--- src/rtl/bcd_cascade_timer_pkg.sv ---
// Shared definitions for the BCD cascade timer: digit limit, FSM encoding
// and the per-digit sanitising helper.
package bcd_cascade_timer_pkg;

   localparam logic [3:0] BCD_DIGIT_MAX = 4'd9;

   typedef enum logic [1:0] {
      ST_IDLE  = 2'd0,
      ST_RUN   = 2'd1,
      ST_PAUSE = 2'd2
   } state_t;

   // Force a nibble into the legal BCD range; anything above 9 reads as 9.
   function automatic logic [3:0] bcd_clamp_digit(input logic [3:0] digit);
      return (digit > BCD_DIGIT_MAX) ? BCD_DIGIT_MAX : digit;
   endfunction

   // True when a nibble is a legal BCD digit.
   function automatic logic bcd_digit_ok(input logic [3:0] digit);
      return digit <= BCD_DIGIT_MAX;
   endfunction

   // Packed BCD values order the same way as their plain binary encoding,
   // so a magnitude compare needs no per-digit work.
   function automatic logic bcd_greater(input logic [63:0] a, input logic [63:0] b);
      return a > b;
   endfunction

endpackage

--- src/rtl/bcd_cascade_timer_digit.sv ---
// One BCD digit of the step chain: computes the stepped digit value and the
// carry (up) or borrow (down) handed to the next more significant digit.
module bcd_digit
   import bcd_cascade_timer_pkg::*;
(
   input  logic [3:0] digit,
   input  logic       en,
   input  logic       dir,
   output logic [3:0] next_digit,
   output logic       carry
);

   // Increment or decrement this digit when the lower digits roll over.
   always_comb begin
      next_digit = digit;
      carry      = 1'b0;
      if (en) begin
         if (!dir) begin
            if (digit >= BCD_DIGIT_MAX) begin
               next_digit = 4'd0;
               carry      = 1'b1;
            end else begin
               next_digit = digit + 4'd1;
            end
         end else begin
            if (digit == 4'd0) begin
               next_digit = BCD_DIGIT_MAX;
               carry      = 1'b1;
            end else begin
               next_digit = digit - 4'd1;
            end
         end
      end
   end

endmodule

--- src/rtl/bcd_cascade_timer.sv ---
// Multi-digit BCD up/down counter with IDLE/RUN/PAUSE run control,
// modulus wrap at WRAP_VAL, sanitised preset load and lap capture.
module bcd_cascade_timer
   import bcd_cascade_timer_pkg::*;
#(
   parameter int                   NDIGITS  = 3,
   parameter logic [4*NDIGITS-1:0] WRAP_VAL = 12'h999,
   parameter bit                   AUTO_RUN = 1'b1
) (
   input  logic                 clk,
   input  logic                 reset,
   input  logic                 tick_en,
   input  logic                 start,
   input  logic                 stop,
   input  logic                 clear,
   input  logic                 dir,
   input  logic                 load,
   input  logic [4*NDIGITS-1:0] load_val,
   input  logic                 lap,
   output logic [4*NDIGITS-1:0] count,
   output logic                 wrap_pulse,
   output logic                 running,
   output logic [4*NDIGITS-1:0] lap_val
);

   localparam int W = 4 * NDIGITS;
   localparam state_t RESET_STATE = AUTO_RUN ? ST_RUN : ST_IDLE;

   state_t         state, state_nxt;
   logic [W-1:0]   stepped;
   logic [W-1:0]   clamped;
   logic [W-1:0]   loaded;
   logic [W-1:0]   count_nxt;
   logic [NDIGITS:0] chain;
   logic           step;
   logic           wrap_hit;

   // Ripple chain: digit 0 always steps, each higher digit steps on the
   // carry/borrow of the one below. The final borrow out means count == 0.
   assign chain[0] = 1'b1;

   for (genvar g = 0; g < NDIGITS; g++) begin : g_digit
      bcd_digit u_digit (
         .digit      (count[4*g +: 4]),
         .en         (chain[g]),
         .dir        (dir),
         .next_digit (stepped[4*g +: 4]),
         .carry      (chain[g+1])
      );

      if (!bcd_digit_ok(WRAP_VAL[4*g +: 4])) begin : g_bad_wrap
         $error("bcd_cascade_timer: WRAP_VAL digit %0d is not a BCD digit", g);
      end
   end

   assign running  = (state == ST_RUN);
   assign step     = running && tick_en && !clear && !load;
   assign wrap_hit = step && (dir ? chain[NDIGITS] : (count == WRAP_VAL));

   // Run-control next state; clear dominates, stop beats a simultaneous start.
   always_comb begin
      state_nxt = state;
      if (clear) begin
         state_nxt = ST_IDLE;
      end else begin
         case (state)
            ST_IDLE:  if (start && !stop) state_nxt = ST_RUN;
            ST_RUN:   if (stop)           state_nxt = ST_PAUSE;
            ST_PAUSE: if (start && !stop) state_nxt = ST_RUN;
            default:                      state_nxt = ST_IDLE;
         endcase
      end
   end

   // Preset sanitiser: clamp each nibble to 9, then clamp the value to WRAP_VAL.
   always_comb begin
      clamped = '0;
      for (int i = 0; i < NDIGITS; i++) begin
         clamped[4*i +: 4] = bcd_clamp_digit(load_val[4*i +: 4]);
      end
      loaded = bcd_greater(64'(clamped), 64'(WRAP_VAL)) ? WRAP_VAL : clamped;
   end

   // Count update priority: clear, then load, then a qualified step.
   always_comb begin
      count_nxt = count;
      if (clear) begin
         count_nxt = '0;
      end else if (load) begin
         count_nxt = loaded;
      end else if (step) begin
         if (wrap_hit) begin
            count_nxt = dir ? WRAP_VAL : '0;
         end else begin
            count_nxt = stepped;
         end
      end
   end

   // State, count, wrap strobe and lap register; lap samples the pre-update count.
   always_ff @(posedge clk) begin
      if (reset) begin
         state      <= RESET_STATE;
         count      <= '0;
         wrap_pulse <= 1'b0;
         lap_val    <= '0;
      end else begin
         state      <= state_nxt;
         count      <= count_nxt;
         wrap_pulse <= wrap_hit;
         if (lap) begin
            lap_val <= count;
         end
      end
   end

endmodule

--- config.mk ---
export PLATFORM = sky130hd
export DESIGN_NAME = bcd_cascade_timer
export DESIGN_NICKNAME = d
export VERILOG_FILES = /design/src/rtl/bcd_cascade_timer_pkg.sv /design/src/rtl/bcd_cascade_timer_digit.sv /design/src/rtl/bcd_cascade_timer.sv
export SDC_FILE = /design/constraint.sdc
export NUM_CORES = 1
export LEC_CHECK = 0
export ABC_AREA = 1
export BUFFER_PORTS_ARGS = -buffer_cell sky130_fd_sc_hd__buf_2
export CAP_MARGIN = 40
export CORE_MARGIN = 2
export CORE_UTILIZATION = 48
export DETAILED_ROUTE_END_ITERATION = 7
export PLACE_DENSITY_LB_ADDON = 0.3
export RECOVER_POWER = 100
export SETUP_SLACK_MARGIN = 0.05
export SLEW_MARGIN = 20
export SYNTH_ARGS = -nofsm -noshare
export SYNTH_HDL_FRONTEND = slang
export SYNTH_SLANG_ARGS = --single-unit
--- constraint.sdc ---
create_clock -name clk -period 1.79 [get_ports clk]
set_clock_uncertainty 0.2 [all_clocks]
set_input_delay 0.0895 -clock clk [delete_from_list [all_inputs] [get_ports clk]]
set_output_delay 0.0895 -clock clk [all_outputs]
set_load 0.03 [all_outputs]
==> summary.txt <==
Ant diodes: 0
Top delay family on crit path: simple AND/OR/NAND/NOR gates
Pre-antenna DRT Iters: 4
Final Cell Area: 0.002663 mm2
Syn-to-layout area delta: 43.88%
Die W: 66.09 um
Gate Count Post-Synth: 259
Root Buffer: clkbuf_8
Pwr Density: 587.6 mW/mm2
Post-synth top flop: dfxtp_1
Slowest stage delay, CP: 380 ps
H-tree Lvls: 1
Number of cells on the critical path: 16
Final net count: 378
Distinct cell type count after synthesis: 30
FP Rows: 22
DP Wirelength: 3683 um
Starting Density: 50.17%
Port Buf Inserts: 46
Routability cong.: 0.8394
Clock slew at reported path FFs: 100 ps
Power Total: 1564 uW
Vias/cell: 5.168
CP max-delay cell: dfxtp_4
Final setup vio count: 0
FF-to-FF End: count[10]$_SDFFE_PP0P_
Die area: 0.004368 mm2
Worst Tran Pin Value: 378.5 ps
Post-synth EDFFs: 0
Hold crit path type: in2reg
Initial DRC Count: 115
Synth top area cells: dfxtp_1 29%, o21ai_0 8.4%, nand2_1 7.5%
Period utilization: 99.58%
CP arrival: 1770 ps
Synth top area share: 29.21%
IO Count: 47
Clock sinks: 27
Mux cell area share after synthesis: 0%
Post-DRT Antenna Nets: 0
Clock Power Share: 22.8%
Vias in the first global route: 1936
R2R Path Start: count[0]$_SDFFE_PP0P_
Cell-internal power: 1011 uW
Register share of total power: 41.7%
Die height: 66.09 um
Dpl cell area: 0.002362 mm2
CP cell instances: inv_4 -> ha_4 -> inv_2 -> nor2_4 -> nand2_2 -> nand2_2 -> nand2_4 -> inv_4 -> nand2_4 -> nand2_4 -> nand2_4 -> nand3_4 -> nand2_4 -> inv_4 -> nor2_2 -> nor2_1
Peak supply drop: 0.0002939 V
WL/cell: 13.13 um
CTS Buffer Depth: 2
DRC: 0
Crit path capture: count[10]$_SDFFE_PP0P_
Largest net degree at the start of global routing: 25
Routed WL: 5172 um
Compound-cell area share of the yosys netlist: 19.20%
Share of cells above drive strength 1: 41.62%
CTS tree: built
First-pass GRT wire length: 8431 um
Outcome: finished, final reports clean
CP Launch Point: count[0]$_SDFFE_PP0P_
Async S/R FF share, synth: 0%
WHS: 15.77 ps
Syn Area/Cell: 7.145 um2
Worst setup EP type: flop
Worst-Skew Late Latency: 270 ps
LEAKAGE: 0.001206 uW
Sum of buffers and inverters on the critical path: 4
Global route overflow: 0
Cell Area, Synth: 0.001851 mm2
Sw Share: 35.39%
R2R setup slack: 8 ps
Crit path time final: 1782 ps
Num CTS Buffers: 3
Final Max Tran Viols: 0
XOR/XNOR Fraction of Synth Area: 3.786%
Most frequent CP cell: nand2_4
CP required: 1770 ps
Antenna violations before repair: 0
Setup CP Type: reg2reg
Largest family of logic cells by synthesized area: simple AND/OR/NAND/NOR gates
Setup TNS: 0 ps
Fin. Hold Viols: 0
Psw: 553.7 uW
Max Fclk: 561.0 MHz
Via count: 2036
Syn Nets: 290
Core ar.: 0.003689 mm2
RSZ-0062 raised after global routing: true
Leading area contributor after synthesis: dfxtp_1
Critical Path Start Type: flop
GRT Util Overall: 24.73%
Synth Register Bits: 27
Slew HR: 74.87%
Worst r2r path cells: 16
Seq/Total Area, Yosys: 29.21%
Area share of fa/ha/maj cells after synthesis: 6.761%
Comb pwr share: 35.5%
Max-Cap Viols: 0
YS warnings: 0
Simple-Gate Fraction of Synth Area: 32.12%
Crit path max fanout: 4
-- state kept, by name (all words and copies together) (netlist names) --
register / flops
count: 12
lap_val: 12
state: 2
wrap_pulse: 1
-- what timing repair did --
item | 4_1_cts | 5_1_grt
gates resized for setup | 13 | 25
endpoints found under the hold margin | 8 | 0
pin swaps | 7 | 10
setup endpoints to repair | 10 | 11
hold buffers | 11 | 0
buffers inserted | 4 | 1
-- worst min path at each step --
stage,end,slack [ps],from,depth (start not counted)
after floorplan,wrap_pulse$_SDFF_PP0_,-40,reset,1
after CTS,lap_val[7]$_SDFFE_PP0P_,10,lap,2
final,lap_val[0]$_SDFFE_PP0P_,20,lap,2
after detailed placement,wrap_pulse$_SDFF_PP0_,100,reset,2
after global routing,lap_val[6]$_SDFFE_PP0P_,40,lap,2
after global placement,wrap_pulse$_SDFF_PP0_,100,reset,2
-- Yosys cell counts, drive strengths merged, types with 3 or more instances --
master,number
nor2,39
a31oi,6
buf,4
dfxtp,27
nand2,47
o21ai,33
xnor2,5
xor2,3
inv,31
a21oi,20
clkbuf,3
nand3,21
ha,10
-- cells by family (layout without fill, tap and decap cells) --
| group | after synthesis | after routing |
|---|---|---|
| AO/OA/AOI/OAI | 65 | 65 |
| adder cells (fa/ha/maj) | 10 | 10 |
| XOR/XNOR | 8 | 8 |
| flip-flops | 27 | 27 |
| buffers and inverters | 38 | 125 |
| AND/OR/NAND/NOR | 111 | 111 |
-- worst register-to-register path, stage by stage (launching register included) --
cell	delay, ps
dfxtp_4	380
inv_4	40
ha_4	160
inv_2	70
nor2_4	40
nand2_2	80
nand2_2	70
nand2_4	80
inv_4	40
nand2_4	60
nand2_4	50
nand2_4	80
nand3_4	90
nand2_4	120
inv_4	50
nor2_2	70
nor2_1	40
-- final cells by class --
class                           instances  area [um2]
Fill cell                             307        1026
Multi-Input combinational cell        194        1284
Clock buffer                            3       41.29
Inverter                               31       131.4
Sequential cell                        27       570.5
Clock inverter                          1       6.256
Tap cell                               48       60.06
Timing Repair Buffer                   90       569.3
-- routing by layer --
metal | global-route usage [%] | routed length [um] | vias up
met5 | 0 | 0 | -
met4 | 7.398 | 49 | 0
met3 | 3.237 | 266 | 6
met2 | 43.13 | 2561 | 55
met1 | 31.52 | 2295 | 938
li1 | - | - | 1037
-- power by group through the flow --
| stage | combinational (uW) | clock (uW) | sequential [uW] |
|---|---|---|---|
| 6_report | 555 | 357 | 653 |
| 5_1_grt | 610 | 393 | 657 |
| 4_1_cts | 518 | 368 | 651 |
| 3_5_place_dp | 481 | 0 | 664 |
| 3_3_place_gp | 474 | 0 | 664 |
| 2_1_floorplan | 263 | 0 | 726 |
-- placed cells by master, fill, tap and decap left out, types with 10 or more instances in the layout --
cell,netlist,routed
inv_2,9,10
buf_4,0,33
a21oi_1,18,18
nand2_1,37,31
nor2_1,27,19
dfxtp_1,27,17
nor2_2,8,11
inv_1,22,15
nand3_1,17,14
buf_2,0,31
clkbuf_1,3,15
o21ai_0,31,28
dlygate4sd3_1,0,11
-- through the flow --
stage / utilization [%] / std cells / setup slack [ps]
final: 72.18 / 394 / 7.539
after global placement: 64.04 / 374 / -17.17
after CTS: 69.95 / 393 / -1.251
after floorplan: - / 259 / -27.01
after detailed placement: 64.04 / 374 / -33.98
after global routing: 72.18 / 394 / -109.3
Note: power is estimated with default switching activity, not from simulation.
